[config.mk]
export PLATFORM = sky130hd
export DESIGN_NAME = ldpc_tx_scheduler
export DESIGN_NICKNAME = d
export VERILOG_FILES = /design/src/rtl/ldpc_tx_scheduler.sv
export SDC_FILE = /design/constraint.sdc
export NUM_CORES = 1
export LEC_CHECK = 0
export CORE_ASPECT_RATIO = 0.75
export CORE_MARGIN = 3
export CORE_UTILIZATION = 53
export CTS_CLUSTER_SIZE = 8
export DETAILED_ROUTE_END_ITERATION = 12
export GPL_TIMING_DRIVEN = 0
export PLACE_DENSITY = 0.81
export SLEW_MARGIN = 20
export SYNTH_ARGS = -nofsm -noshare
export SYNTH_HDL_FRONTEND = slang
export SYNTH_SLANG_ARGS = --single-unit
[constraint.sdc]
create_clock -name clk -period 3.1 [get_ports clk]
set_clock_uncertainty 0.2 [all_clocks]
set_input_delay 0.62 -clock clk [delete_from_list [all_inputs] [get_ports clk]]
set_output_delay 0.62 -clock clk [all_outputs]
set_load 0.05 [all_outputs]
[src/rtl/ldpc_tx_scheduler.sv]
// Four-requester round-robin scheduler that encodes one byte into a 16-bit LDPC codeword and sends it over a UART line.
// Define TX_PARITY_EN to append an even-parity bit after codeword bit 15.
module ldpc_tx_scheduler #(
   parameter int CLKS_PER_BIT = 10416
) (
   input  logic        clk,
   input  logic        rst,
   input  logic [3:0]  req,
   input  logic [31:0] msg,
   output logic [3:0]  ack,
   output logic [1:0]  grant_id,
   output logic        busy,
   output logic [15:0] codeword,
   output logic        tx,
   output logic        frame_done
);

   localparam int TW = 14;
   localparam logic [TW-1:0] TIMER_LAST = TW'(CLKS_PER_BIT - 1);

`ifdef TX_PARITY_EN
   typedef enum logic [2:0] {IDLE, START, DATA, PAR, STOP} state_t;
`else
   typedef enum logic [2:0] {IDLE, START, DATA, STOP} state_t;
`endif

   state_t          state_reg;
   logic [TW-1:0]   bit_timer_reg;
   logic [3:0]      bit_idx_reg;
   logic [1:0]      rr_ptr_reg;
   logic [3:0]      ack_reg;
   logic [1:0]      grant_id_reg;
   logic            busy_reg;
   logic [15:0]     codeword_reg;
   logic            tx_reg;
   logic            frame_done_reg;

   logic [15:0]     cw_cand [4];
   logic [1:0]      winner;
   logic [1:0]      cand;
   logic            found;
   logic            bit_wrap;

   // Every requester's codeword is encoded in parallel; the arbiter just selects one.
   for (genvar gi = 0; gi < 4; gi++) begin : g_enc
      logic [7:0] m;
      assign m = msg[8*gi +: 8];
      assign cw_cand[gi] = {
         m,
         m[7] ^ m[5] ^ m[3] ^ m[2],
         m[6] ^ m[5] ^ m[2] ^ m[1],
         m[7] ^ m[5] ^ m[4] ^ m[1],
         m[6] ^ m[4] ^ m[3] ^ m[0],
         m[7] ^ m[5] ^ m[4] ^ m[2] ^ m[0],
         m[6] ^ m[3] ^ m[2] ^ m[1] ^ m[0],
         m[7] ^ m[4] ^ m[3] ^ m[1] ^ m[0],
         m[6] ^ m[5] ^ m[4] ^ m[1] ^ m[0]
      };
   end

   // Scan from the far end back towards rr_ptr so the closest requester wins.
   always_comb begin
      winner = 2'd0;
      found  = 1'b0;
      cand   = 2'd0;
      for (int k = 3; k >= 0; k--) begin
         cand = rr_ptr_reg + 2'(k);
         if (req[cand]) begin
            winner = cand;
            found  = 1'b1;
         end
      end
   end

   assign bit_wrap = (bit_timer_reg == TIMER_LAST);

   always_ff @(posedge clk) begin
      if (rst) begin
         state_reg      <= IDLE;
         bit_timer_reg  <= '0;
         bit_idx_reg    <= '0;
         rr_ptr_reg     <= 2'd0;
         ack_reg        <= '0;
         grant_id_reg   <= 2'd0;
         busy_reg       <= 1'b0;
         codeword_reg   <= '0;
         tx_reg         <= 1'b1;
         frame_done_reg <= 1'b0;
      end else begin
         ack_reg        <= '0;
         frame_done_reg <= 1'b0;
         case (state_reg)
            IDLE: begin
               tx_reg <= 1'b1;
               // The frame_done cycle is a forced idle gap between frames.
               if (found && !frame_done_reg) begin
                  grant_id_reg  <= winner;
                  codeword_reg  <= cw_cand[winner];
                  ack_reg       <= 4'b0001 << winner;
                  rr_ptr_reg    <= winner + 2'd1;
                  state_reg     <= START;
                  busy_reg      <= 1'b1;
                  tx_reg        <= 1'b0;
                  bit_timer_reg <= '0;
                  bit_idx_reg   <= '0;
               end
            end
            START: begin
               if (bit_wrap) begin
                  bit_timer_reg <= '0;
                  bit_idx_reg   <= '0;
                  state_reg     <= DATA;
                  tx_reg        <= codeword_reg[0];
               end else begin
                  bit_timer_reg <= bit_timer_reg + 1'b1;
               end
            end
            DATA: begin
               if (bit_wrap) begin
                  bit_timer_reg <= '0;
                  if (bit_idx_reg == 4'd15) begin
`ifdef TX_PARITY_EN
                     state_reg <= PAR;
                     tx_reg    <= ^codeword_reg;
`else
                     state_reg <= STOP;
                     tx_reg    <= 1'b1;
`endif
                  end else begin
                     bit_idx_reg <= bit_idx_reg + 4'd1;
                     tx_reg      <= codeword_reg[bit_idx_reg + 4'd1];
                  end
               end else begin
                  bit_timer_reg <= bit_timer_reg + 1'b1;
               end
            end
`ifdef TX_PARITY_EN
            PAR: begin
               if (bit_wrap) begin
                  bit_timer_reg <= '0;
                  state_reg     <= STOP;
                  tx_reg        <= 1'b1;
               end else begin
                  bit_timer_reg <= bit_timer_reg + 1'b1;
               end
            end
`endif
            STOP: begin
               tx_reg <= 1'b1;
               if (bit_wrap) begin
                  bit_timer_reg  <= '0;
                  state_reg      <= IDLE;
                  busy_reg       <= 1'b0;
                  frame_done_reg <= 1'b1;
               end else begin
                  bit_timer_reg <= bit_timer_reg + 1'b1;
               end
            end
            default: begin
               state_reg <= IDLE;
               busy_reg  <= 1'b0;
               tx_reg    <= 1'b1;
            end
         endcase
      end
   end

   assign ack        = ack_reg;
   assign grant_id   = grant_id_reg;
   assign busy       = busy_reg;
   assign codeword   = codeword_reg;
   assign tx         = tx_reg;
   assign frame_done = frame_done_reg;

endmodule
==> reports/qor.txt, run 1 <==
=======================================================================================
Run status ...............................................................    completed
Gate Count Post-Synth ....................................................          404
Summed area of non-filler cells in the final layout ......................   4230 sq um
Die boundary width ....................................................... 98.62 microns
TritonCTS buffer count ...................................................            5
Number of buffers between clock root and the deepest sink ................            2
Slowest stage delay, CP ..................................................       570 ps
FF+latch area ............................................................  940.9 sq um
Top_reg_cell synth ....................................................... sky130_fd_sc_hd__dfxtp_1
Worst Path Required ......................................................      3130 ps
Critical path buffers and inverters ......................................            2
Maximum net fanout on the critical path ..................................           10
Number of flip-flops under the largest register name .....................           16
Number of flops mapped to enable cells by yosys ..........................            0
Residual DRC .............................................................            0
Boundary pin count .......................................................           63
Initial antenna violation count ..........................................            0
First drt pass iteration count ...........................................            5
Final setup vio count ....................................................            0
Worst slew margin relative to its limit ..................................       55.40%
Tightest hold margin .....................................................     265.6 ps
DRT Wirelength ........................................................... 9338 microns
H-tree lvl count .........................................................            2
Post-detailed-placement half-perimeter wirelength ........................ 7433 microns
Yosys synthesis warning count ............................................            0
CTS tree .................................................................        built
Kind of start point of the critical path ................................. primary input
Max Freq .................................................................   0.3335 GHz
Clock transition at the registers of the reported paths ..................        90 ps
Class of the tightest hold or removal check .............................. flip-flop to flip-flop
Layout Nets ..............................................................          517
Origin of the critical flop-to-flop path ................................. bit_timer_reg[8]$_SDFFE_PP0P_
Pin count of the biggest net entering global routing .....................           15
Transition at the pin with the smallest max-transition slack .............     669.0 ps
Ratio of final minimum period to clock period ............................       96.72%
Routability Congestion ...................................................       0.9600
Number of nets produced by synthesis .....................................          450
Vias per std cell ........................................................        5.887
Final-report hold violation count ........................................            0
Die area .................................................................   7441 sq um
Global-route usage over all layers .......................................       25.24%
Lkg Pwr ..................................................................     1.462 nW
Antenna Cells ............................................................            0
Number of fillers in the final layout ....................................          491
Share of Yosys cell area claimed by the top area cell type ...............       27.60%
Grt ovf ..................................................................            0
PD cells ................................................................. 814.3 nW/um^2
Synthesis-stage register bit count .......................................           47
Wire length of the first global-routing pass ............................. 14920 microns
CP top delay family ...................................................... compound AO/OA/AOI/OAI gates
Number of clock sinks ....................................................           47
Max Slew Vio Count .......................................................            0
Met3 Track Usage GR ......................................................       6.770%
Area of the multi-input gates ............................................   2375 sq um
Unrepaired setup endpoints after global routing ..........................        false
Post-synth top area cell ................................................. sky130_fd_sc_hd__dfxtp_1
Final routed wire length divided by cell count ........................... 16.98 microns
Part of the Yosys area used for sequential elements ......................       27.60%
Effective utilization at floorplan .......................................       56.77%
Maximum vdd drop .........................................................  0.0005271 V
Number of violations reported at the end of detailed-routing iteration 0 .          173
Asr flop ratio synth .....................................................           0%
Synthesized area divided by synthesized cell count .......................  8.439 sq um
Critical path capture point type .........................................    flip-flop
Clk root buf ............................................................. sky130_fd_sc_hd__clkbuf_8
Critical-path cell with the highest stage delay .......................... sky130_fd_sc_hd__o221ai_2
Growth of design area from synthesis to finish ...........................       24.07%
GR peak layer ............................................................         met2
Antenna viol nets, final .................................................            0
Total via count after detailed routing ...................................         3238
Data arrival time of the critical path ...................................      3030 ps
Share of layout cells above drive strength 1 .............................       7.415%
Crit path from ...........................................................       req[0]
Placed cell area .........................................................   4118 sq um
Crit Path Class .......................................................... primary input to flip-flop
Clock latency at the later pin of the worst-skew pair ....................       300 ps
GR Layer Usage met2 ......................................................       40.45%
Number of core rows ......................................................           24
Area of the mapped netlist ...............................................   3410 sq um
Leading post-synthesis cells by cell area ................................ sky130_fd_sc_hd__dfxtp_1 (28%), sky130_fd_sc_hd__xnor2_1 (17%), sky130_fd_sc_hd__xor2_1 (6.4%)
Number of max-cap violations .............................................            0
Final setup TNS ..........................................................         0 ps
Hold Crit Start .......................................................... grant_id[1]$_SDFFE_PP0P_
DIE HEIGHT ............................................................... 75.46 microns
Vias in the first global route ...........................................         3013
Global routing usage on met1 .............................................       34.53%
Port Buffers .............................................................           61
Count of different cell masters after synthesis ..........................           49
Final critical-path required period ......................................      2998 ps
Core Region ..............................................................   6006 sq um
Crit-path cells .......................................................... clkdlybuf4s50_1 -> nand2b_1 -> a21boi_0 -> o221ai_2 -> clkbuf_1 -> nand2_1 -> a221o_1 -> a21oi_1
=======================================================================================
-- timing repair --
item	4_1_cts	5_1_grt
setup endpoints to repair	3	29
gates resized for setup	2	3
setup buffers	0	0
cloned	0	0
hold buffers	0	0
-- cells in the mapped netlist (4+ instances only) --
master,count
sky130_fd_sc_hd__xnor2_1,66
sky130_fd_sc_hd__nand2_1,49
sky130_fd_sc_hd__dfxtp_1,47
sky130_fd_sc_hd__a21oi_1,29
sky130_fd_sc_hd__nor2_1,26
sky130_fd_sc_hd__xor2_1,25
sky130_fd_sc_hd__clkbuf_1,15
sky130_fd_sc_hd__mux2_2,10
sky130_fd_sc_hd__mux2i_1,9
sky130_fd_sc_hd__o21ai_0,9
sky130_fd_sc_hd__a211oi_1,8
sky130_fd_sc_hd__ha_1,8
sky130_fd_sc_hd__nand3_1,7
sky130_fd_sc_hd__nor3b_1,7
sky130_fd_sc_hd__inv_1,6
sky130_fd_sc_hd__o211ai_1,6
sky130_fd_sc_hd__a22oi_1,5
sky130_fd_sc_hd__nand2b_1,5
sky130_fd_sc_hd__nor2b_1,5
sky130_fd_sc_hd__nor3_1,5
sky130_fd_sc_hd__a311o_1,4
sky130_fd_sc_hd__a311oi_1,4
sky130_fd_sc_hd__and3_1,4
sky130_fd_sc_hd__or3_1,4
-- power breakdown --
part           total, mW  leakage [nW]  internal (mW)  switching, mW
Sequential         0.898         0.385          0.758          0.140
Combinational       2.16          1.03          0.820           1.34
Clock              0.390        0.0484          0.183          0.207
Total               3.44          1.46           1.76           1.68
-- layer usage --
layer	wire length, microns	vias up
li1	-	1557
met1	4224	1510
met2	4134	155
met3	848	16
met4	131	0
met5	0	-
-- worst register-to-register path: stages, from the launching register on --
cell	delay, ps
sky130_fd_sc_hd__dfxtp_1	340
sky130_fd_sc_hd__or4b_1	520
sky130_fd_sc_hd__or4_1	570
sky130_fd_sc_hd__buf_6	170
sky130_fd_sc_hd__nand2b_4	140
sky130_fd_sc_hd__a221oi_4	380
sky130_fd_sc_hd__mux2_4	340
sky130_fd_sc_hd__nor2_1	80
-- cell type report --
| type | count | share of cell area, % |
|---|---|---|
| Multi-Input combinational cell | 330 | 56.14 |
| Sequential cell | 47 | 22.24 |
| Timing Repair Buffer | 61 | 14.43 |
| Tap cell | 78 | 2.307 |
| Buffer | 20 | 2.100 |
| Clock buffer | 7 | 2.041 |
| Inverter | 6 | 0.5324 |
| Clock inverter | 1 | 0.2070 |
-- cell usage in the layout (no fill, tap or decap), types with 7 or more instances in the layout --
master                             n
sky130_fd_sc_hd__xnor2_1          66
sky130_fd_sc_hd__clkdlybuf4s50_1  61
sky130_fd_sc_hd__nand2_1          49
sky130_fd_sc_hd__dfxtp_1          47
sky130_fd_sc_hd__a21oi_1          29
sky130_fd_sc_hd__nor2_1           26
sky130_fd_sc_hd__xor2_1           25
sky130_fd_sc_hd__clkbuf_1         15
sky130_fd_sc_hd__mux2_2           10
sky130_fd_sc_hd__o21ai_0           9
sky130_fd_sc_hd__mux2i_1           9
sky130_fd_sc_hd__a211oi_1          8
sky130_fd_sc_hd__ha_1              8
sky130_fd_sc_hd__nand3_1           7
sky130_fd_sc_hd__nor3b_1           7
-- cells by family after synthesis --
| kind of cell | Yosys count | synth area share, % |
|---|---|---|
| simple gates | 125 | 17.94 |
| fa+ha+maj | 8 | 2.936 |
| mux | 22 | 7.706 |
| buf+inv | 27 | 3.303 |
| flops | 47 | 27.60 |
| compound gates | 84 | 17.14 |
| xor+xnor | 91 | 23.38 |
-- final timing paths --
kind                                 end  slack [ps]  depth (start not counted)
min             grant_id[1]$_SDFFE_PP0P_         270                          2
min reg2reg     grant_id[1]$_SDFFE_PP0P_         270                          2
max reg2reg  bit_idx_reg[3]$_SDFFE_PP0P_         300                          7
max             codeword[1]$_SDFFE_PP0P_         100                          8
-- stage by stage --
stage	worst slack (ps)	power, mW	utilization [%]	instances
3_3_place_gp	-339.9	2.966	68.56	543
3_5_place_dp	-405.3	3.011	68.56	543
2_1_floorplan	523.5	2.393	-	404
6_report	101.8	3.445	70.44	550
4_1_cts	40.19	3.419	70.27	551
5_1_grt	12.87	3.641	70.44	550
No activity file was read; power rests on OpenSTA's default activity.
==> run 2, diff against run 1 <==
--- a/config.mk
+++ b/config.mk
@@ -11,7 +11,9 @@
 export CTS_CLUSTER_SIZE = 8
 export DETAILED_ROUTE_END_ITERATION = 12
 export GPL_TIMING_DRIVEN = 0
+export HOLD_SLACK_MARGIN = 0.02
 export PLACE_DENSITY = 0.81
+export SETUP_SLACK_MARGIN = 0.2
 export SLEW_MARGIN = 20
 export SYNTH_ARGS = -nofsm -noshare
 export SYNTH_HDL_FRONTEND = slang
==> run 2 against run 1 <==
Net effect:
- non-clock buffer count grew 3
- global-route usage up 0.21 points
- combinational power up 2%
- setup slack improved by 160 ps
- final area up 1.9%
- power up 1.6%
- sequential share of layout area shrank 0.41 points
- largest power group unchanged
- routed wire length is 2.8% higher
- first-iteration DRC count grew 17%
- register-to-register slack is essentially flat
- fmax rose by 5.8%
- largest cell class unchanged
==> reports/qor.txt, run 2 (synthesized netlist as in run 1, its figures left out) <==
=======================================================================================
Critical path buffers and inverters ......................................            3   +1
DRT Wirelength ........................................................... 9600 microns   +2.8%
Unrepaired setup endpoints after global routing ..........................         true
Slowest stage delay, CP ..................................................       590 ps   +20 ps
Data arrival time of the critical path ...................................      2860 ps   -170 ps
Lkg Pwr ..................................................................     1.507 nW   +3.0%
First drt pass iteration count ...........................................            5   unchanged
Number of clock sinks ....................................................           47   unchanged
Gate power share .........................................................        63.1%   +0.5 points
Grt ovf ..................................................................            0   unchanged
Summed area of non-filler cells in the final layout ......................   4310 sq um   +1.9%
Class of the tightest hold or removal check .............................. flip-flop to flip-flop
Routability Congestion ...................................................       0.9600   unchanged
Worst Path Required ......................................................      3130 ps   about the same
Maximum net fanout on the critical path ..................................           10   unchanged
Tightest hold margin .....................................................     264.6 ps   -1.022 ps
Share of layout cells above drive strength 1 .............................       9.684%   +2.3 points
Filler-free cell count of the finished design ............................          553   +0.55%
Number of flip-flops under the largest register name .....................           16   unchanged
Internal power consumption ...............................................     1.790 mW   +1.6%
Switching component of the power .........................................     1.711 mW   +1.6%
PD cells ................................................................. 812.2 nW/um^2   -0.26%
Vias per std cell ........................................................        5.850   -0.63%
Core Region ..............................................................   6006 sq um   unchanged
Vias in the first global route ...........................................         3033   +0.66%
Clock latency at the later pin of the worst-skew pair ....................       310 ps   about the same
Post-detailed-placement half-perimeter wirelength ........................ 7433 microns   unchanged
Growth of design area from synthesis to finish ...........................       26.42%
Clk root buf ............................................................. sky130_fd_sc_hd__clkbuf_8
TritonCTS buffer count ...................................................            5   unchanged
Clock transition at the registers of the reported paths ..................        80 ps   about the same
Relative contribution of sequential cells to total power .................        25.8%   -0.3 points
Number of buffers between clock root and the deepest sink ................            2   unchanged
Hold bufs inserted after CTS .............................................            0   unchanged
CP top delay family ...................................................... compound AO/OA/AOI/OAI gates
Switching portion of total power .........................................       48.87%   about the same
Wire length of the first global-routing pass ............................. 15040 microns   +0.79%
Critical path capture point type .........................................    flip-flop
Clock Power Share ........................................................        11.1%   -0.2 points
Pin count of the biggest net entering global routing .....................           15   unchanged
Die area .................................................................   7441 sq um   unchanged
Worst-case register-to-register setup slack ..............................       290 ps   about the same
Final critical-path required period ......................................      2834 ps   -163.7 ps
Port Buffers .............................................................           61   unchanged
Ratio of final minimum period to clock period ............................       91.44%   -5.3 points
DIE HEIGHT ............................................................... 75.46 microns   unchanged
Final setup vio count ....................................................            0   unchanged
Total placed cells including tap cells ...................................          543   unchanged
Die boundary width ....................................................... 98.62 microns   unchanged
Max Slew Vio Count .......................................................            0   unchanged
Initial antenna violation count ..........................................            0   unchanged
CTS tree .................................................................        built
Critical-path cell with the highest stage delay .......................... sky130_fd_sc_hd__clkdlybuf4s50_1
Kind of start point of the critical path ................................. primary input
Boundary pin count .......................................................           63   unchanged
Number of core rows ......................................................           24   unchanged
Layout Nets ..............................................................          520   +0.58%
Crit-path cells .......................................................... clkdlybuf4s50_1 -> inv_1 -> a21boi_1 -> o221a_4 -> buf_2 -> a21oi_1 -> a221o_1 -> a21oi_1
Global-route usage over all layers .......................................       25.46%   +0.21 points
Placed cell area .........................................................   4118 sq um   unchanged
Worst slew margin relative to its limit ..................................       61.40%   +6.0 points
Run status ...............................................................    completed
Transition at the pin with the smallest max-transition slack .............     574.9 ps   -94.05 ps
Final routed wire length divided by cell count ........................... 17.36 microns   +2.2%
Power, Total .............................................................     3.501 mW   +1.6%
Maximum vdd drop .........................................................  0.0005265 V   -0.11%
Antenna Cells ............................................................            0   unchanged
Residual DRC .............................................................            0   unchanged
Crit Path Class .......................................................... primary input to flip-flop
Max Freq .................................................................   0.3528 GHz   +5.8%
Effective utilization at floorplan .......................................       56.77%   unchanged
Number of violations reported at the end of detailed-routing iteration 0 .          203   +17%
H-tree lvl count .........................................................            2   unchanged
Final-report hold violation count ........................................            0   unchanged
Most repeated library cell on the critical path .......................... sky130_fd_sc_hd__a21oi_1
Antenna viol nets, final .................................................            0   unchanged
Highest-count cells in the layout ignoring fill and taps ................. sky130_fd_sc_hd__xnor2_1 (66), sky130_fd_sc_hd__clkdlybuf4s50_1 (61), sky130_fd_sc_hd__nand2_1 (49)
Number of fillers in the final layout ....................................          488   -0.61%
Total via count after detailed routing ...................................         3235   -0.093%
Most common cell after layout, fill and taps aside ....................... sky130_fd_sc_hd__xnor2_1
Number of max-cap violations .............................................            0   unchanged
=======================================================================================
-- run 2: layout make-up --
| type | count | area, sq um | share of cell area [%] |
|---|---|---|---|
| multi-input combinational | 330 | 2426 | 56.28 |
| sequential | 47 | 940.9 | 21.83 |
| timing repair buffer | 64 | 633.1 | 14.69 |
| tap | 78 | 97.59 | 2.264 |
| buffer | 20 | 95.09 | 2.206 |
| clock buffer | 7 | 86.33 | 2.003 |
| inverter | 6 | 22.52 | 0.5225 |
| clock inverter | 1 | 8.758 | 0.2032 |
-- run 2: per-stage QoR --
| stage | utilization, % | worst slack (ps) | TNS (ps) |
|---|---|---|---|
| global placement | 68.56 | -339.9 | -4000 |
| detailed placement | 68.56 | -405.3 | -5328 |
| global route | 71.77 | 165.8 | 0 |
| finish | 71.77 | 265.5 | 0 |
| floorplan | - | 523.5 | 0 |
| CTS | 70.58 | 170.5 | 0 |
-- run 2: routing by layer --
layer / vias up / wire [microns] / track usage [%]
li1: 1562 / - / -
met1: 1506 / 4241 / 34.73
met2: 152 / 4328 / 40.97
met3: 15 / 909 / 6.770
met4: 0 / 120 / 5.909
met5: - / 0 / 0
-- run 2: what timing repair did --
item | CTS | global route
setup endpoints to repair | 29 | 18
gates resized for setup | 6 | 18
buffers inserted | 0 | 3
pin swaps | 0 | 1
-- run 2: worst paths after layout --
| kind | startpoint | endpoint | depth (start not counted) |
|---|---|---|---|
| max | req[1] | codeword[0]$_SDFFE_PP0P_ | 8 |
| min | grant_id[1]$_SDFFE_PP0P_ | grant_id[1]$_SDFFE_PP0P_ | 2 |
| max reg2reg | bit_timer_reg[11]$_SDFFE_PP0P_ | bit_idx_reg[3]$_SDFFE_PP0P_ | 7 |
| min reg2reg | grant_id[1]$_SDFFE_PP0P_ | grant_id[1]$_SDFFE_PP0P_ | 2 |
-- run 2: worst register-to-register path: cells and delay by family, from the launching register on --
family	cells	cell delay [ps]
and+or+nand+nor	4	1250
DFF	1	410
AOI/OAI and AO/OA	1	380
muxes	1	340
buffers and inverters	1	170
-- run 2: power by group through the flow --
stage | Combinational (mW) | Clock [mW] | Sequential [mW]
4_1_cts | 2.15 | 0.396 | 0.894
5_1_grt | 2.36 | 0.415 | 0.919
3_3_place_gp | 2.07 | 0 | 0.897
3_5_place_dp | 2.11 | 0 | 0.902
2_1_floorplan | 1.13 | 0 | 1.27
6_report | 2.21 | 0.390 | 0.902
==> run 3, diff against run 2 <==
--- a/config.mk
+++ b/config.mk
@@ -5,6 +5,7 @@
 export SDC_FILE = /design/constraint.sdc
 export NUM_CORES = 1
 export LEC_CHECK = 0
+export CAP_MARGIN = 40
 export CORE_ASPECT_RATIO = 0.75
 export CORE_MARGIN = 3
 export CORE_UTILIZATION = 53
@@ -14,6 +15,7 @@
 export HOLD_SLACK_MARGIN = 0.02
 export PLACE_DENSITY = 0.81
 export SETUP_SLACK_MARGIN = 0.2
+export SKIP_LAST_GASP = 1
 export SLEW_MARGIN = 20
 export SYNTH_ARGS = -nofsm -noshare
 export SYNTH_HDL_FRONTEND = slang
==> run 3 against run 2 <==
Net effect:
- hold slack gained 5.0 ps
- sequential power hardly changed
- final area shrank 0.23%
- flip-flop and latch count did not move
- setup slack gained 21 ps
- critical path depth stayed put
- via count increased by 0.99%
- sequential share of layout area is 0.051 points higher
- core utilization is 0.17 points lower
- routed wire length decreased by 1.4%
- fmax grew 0.76%
- register-to-register slack about the same
- largest power group unchanged
- highest routed layer unchanged
==> reports/qor.txt, run 3 (synthesized netlist as in run 1, its figures left out) <==
=======================================================================================
Final-report hold violation count ........................................            0   unchanged
CTS tree .................................................................        built
Relative contribution of sequential cells to total power .................        25.8%   about the same
Max Slew Vio Count .......................................................            0   unchanged
Run status ...............................................................    completed
Area of the multi-input gates ............................................   2401 sq um   -1.0%
Port Buffers .............................................................           61   unchanged
Setup slack after placement ..............................................    -254.1 ps   +151.2 ps
Residual DRC .............................................................            0   unchanged
Number of core rows ......................................................           24   unchanged
Ratio of final minimum period to clock period ............................       90.74%   -0.69 points
Antenna Cells ............................................................            0   unchanged
Number of flip-flops under the largest register name .....................           16   unchanged
Final setup vio count ....................................................            0   unchanged
Crit path from ........................................................... bit_timer_reg[8]$_SDFFE_PP0P_
Power, Total .............................................................     3.489 mW   -0.33%
Worst hold path stage count ..............................................            2   unchanged
Global-route usage over all layers .......................................       25.36%   -0.094 points
Transition at the pin with the smallest max-transition slack .............     559.1 ps   -15.77 ps
Post-layout worst setup margin ...........................................     287.0 ps   +21.50 ps
Class of the tightest hold or removal check .............................. flip-flop to flip-flop
Worst Path Required ......................................................      3140 ps   about the same
DIE HEIGHT ............................................................... 75.46 microns   unchanged
Clock transition at the registers of the reported paths ..................        90 ps   about the same
Internal power consumption ...............................................     1.789 mW   about the same
Summed area of non-filler cells in the final layout ......................   4300 sq um   -0.23%
Number of violations reported at the end of detailed-routing iteration 0 .          199   -2.0%
Lkg Pwr ..................................................................     1.505 nW   about the same
Share of layout cells above drive strength 1 .............................       10.04%   +0.36 points
Clk root buf ............................................................. sky130_fd_sc_hd__clkbuf_8
Tightest hold margin .....................................................     269.5 ps   +4.995 ps
Number of clock sinks ....................................................           47   unchanged
Final routed wire length divided by cell count ........................... 17.02 microns   -1.9%
Switching component of the power .........................................     1.700 mW   -0.61%
Wire length of the first global-routing pass ............................. 14800 microns   -1.6%
Grt ovf ..................................................................            0   unchanged
Highest-count cells in the layout ignoring fill and taps ................. sky130_fd_sc_hd__xnor2_1 (66), sky130_fd_sc_hd__clkdlybuf4s50_1 (61), sky130_fd_sc_hd__nand2_1 (49)
Most common cell after layout, fill and taps aside ....................... sky130_fd_sc_hd__xnor2_1
Maximum vdd drop .........................................................  0.0005160 V   -2.0%
Crit Path Class .......................................................... flip-flop to flip-flop
Vias in the first global route ...........................................         2991   -1.4%
FF+latch area ............................................................  940.9 sq um   unchanged
Clock Power Share ........................................................        10.5%   -0.6 points
TritonCTS buffer count ...................................................            5   unchanged
Pin count of the biggest net entering global routing .....................           15   unchanged
Gate power share .........................................................        63.7%   +0.6 points
Endpoint of the most critical register-to-register path .................. bit_idx_reg[2]$_SDFFE_PP0P_
Placed cell area .........................................................   4125 sq um   +0.18%
H-tree lvl count .........................................................            2   unchanged
DRT Wirelength ........................................................... 9464 microns   -1.4%
Antenna viol nets, final .................................................            0   unchanged
Total via count after detailed routing ...................................         3267   +0.99%
Layout Nets ..............................................................          524   +0.77%
Core Region ..............................................................   6006 sq um   unchanged
Growth of design area from synthesis to finish ...........................       26.13%
Clock latency at the later pin of the worst-skew pair ....................       310 ps   about the same
Switching portion of total power .........................................       48.73%   -0.14 points
Post-detailed-placement half-perimeter wirelength ........................ 7388 microns   -0.61%
Kind of start point of the critical path .................................    flip-flop
Final critical-path required period ......................................      2813 ps   -21.50 ps
First drt pass iteration count ...........................................            5   unchanged
Unrepaired setup endpoints after global routing ..........................        false
Data arrival time of the critical path ...................................      2850 ps   about the same
Final setup TNS ..........................................................         0 ps   unchanged
Last element of the critical path ........................................ bit_idx_reg[2]$_SDFFE_PP0P_
Number of buffers between clock root and the deepest sink ................            2   unchanged
Worst-case register-to-register setup slack ..............................       290 ps   about the same
Die area .................................................................   7441 sq um   unchanged
Number of max-cap violations .............................................            0   unchanged
Number of fillers in the final layout ....................................          488   unchanged
Die boundary width ....................................................... 98.62 microns   unchanged
Effective utilization at floorplan .......................................       56.77%   unchanged
Maximum net fanout on the critical path ..................................            8   -2
Routability Congestion ...................................................       0.9600   unchanged
Worst r2r path cells .....................................................            8   +1
PD cells ................................................................. 811.4 nW/um^2   about the same
Vias per std cell ........................................................        5.876   +0.44%
Max Freq .................................................................   0.3555 GHz   +0.76%
Initial antenna violation count ..........................................            0   unchanged
Critical path capture point type .........................................    flip-flop
Worst slew margin relative to its limit ..................................       62.46%   +1.1 points
Boundary pin count .......................................................           63   unchanged
Origin of the critical flop-to-flop path ................................. bit_timer_reg[8]$_SDFFE_PP0P_
=======================================================================================
-- run 3: worst min path at each step --
stage | end | slack, ps | start
floorplan | bit_idx_reg[1]$_SDFFE_PP0P_ | 260 | bit_idx_reg[1]$_SDFFE_PP0P_
global placement | grant_id[1]$_SDFFE_PP0P_ | 250 | grant_id[1]$_SDFFE_PP0P_
detailed placement | grant_id[1]$_SDFFE_PP0P_ | 250 | grant_id[1]$_SDFFE_PP0P_
CTS | grant_id[1]$_SDFFE_PP0P_ | 270 | grant_id[1]$_SDFFE_PP0P_
global route | codeword[10]$_SDFFE_PP0P_ | 300 | codeword[10]$_SDFFE_PP0P_
finish | grant_id[1]$_SDFFE_PP0P_ | 270 | grant_id[1]$_SDFFE_PP0P_
-- run 3: layout make-up --
cell class              instances  share of cell area [%]
clock inverters                 2                  0.3200
plain buffers                  20                   2.153
repair buffers                 68                   15.42
well taps                      78                   2.269
inverters                       6                  0.5237
flip-flops and latches         47                   21.88
multi-input cells             330                   55.83
clock buffers                   5                   1.600
-- run 3: stage by stage --
step,cells,util (%)
floorplan,404,-
global placement,543,68.56
detailed placement,544,68.69
CTS,550,70.23
global route,556,71.60
finish,556,71.60
-- run 3: per-layer routing --
metal	wire (microns)	track usage, %	vias to the layer above	part of all wire [%]
met2	4176	40.15	147	44
met1	4425	35.78	1534	47
li1	-	-	1567	-
met5	0	0	-	0
met4	135	5.758	0	1.4
met3	727	5.764	19	7.7
-- run 3: repair_timing --
action	CTS	global route
cloned	0	0
setup endpoints to repair	19	20
hold buffers	0	0
pin swaps	0	2
gates resized for setup	3	13
setup buffers	0	6
-- run 3: power groups by stage --
stage          clock, mW  sequential (mW)  combinational (mW)
4_1_cts            0.369            0.893                2.13
6_report           0.366            0.899                2.22
2_1_floorplan          0             1.27                1.13
5_1_grt            0.394            0.918                2.39
3_5_place_dp           0            0.903                2.11
3_3_place_gp           0            0.897                2.07
-- run 3: critical path, stage by stage, from the launching register on --
cell	delay (ps)
sky130_fd_sc_hd__dfxtp_1	340
sky130_fd_sc_hd__or4b_1	530
sky130_fd_sc_hd__or4_4	540
sky130_fd_sc_hd__buf_6	160
sky130_fd_sc_hd__nand2b_4	140
sky130_fd_sc_hd__a221oi_4	380
sky130_fd_sc_hd__buf_4	180
sky130_fd_sc_hd__nand4b_1	100
sky130_fd_sc_hd__a21oi_1	160
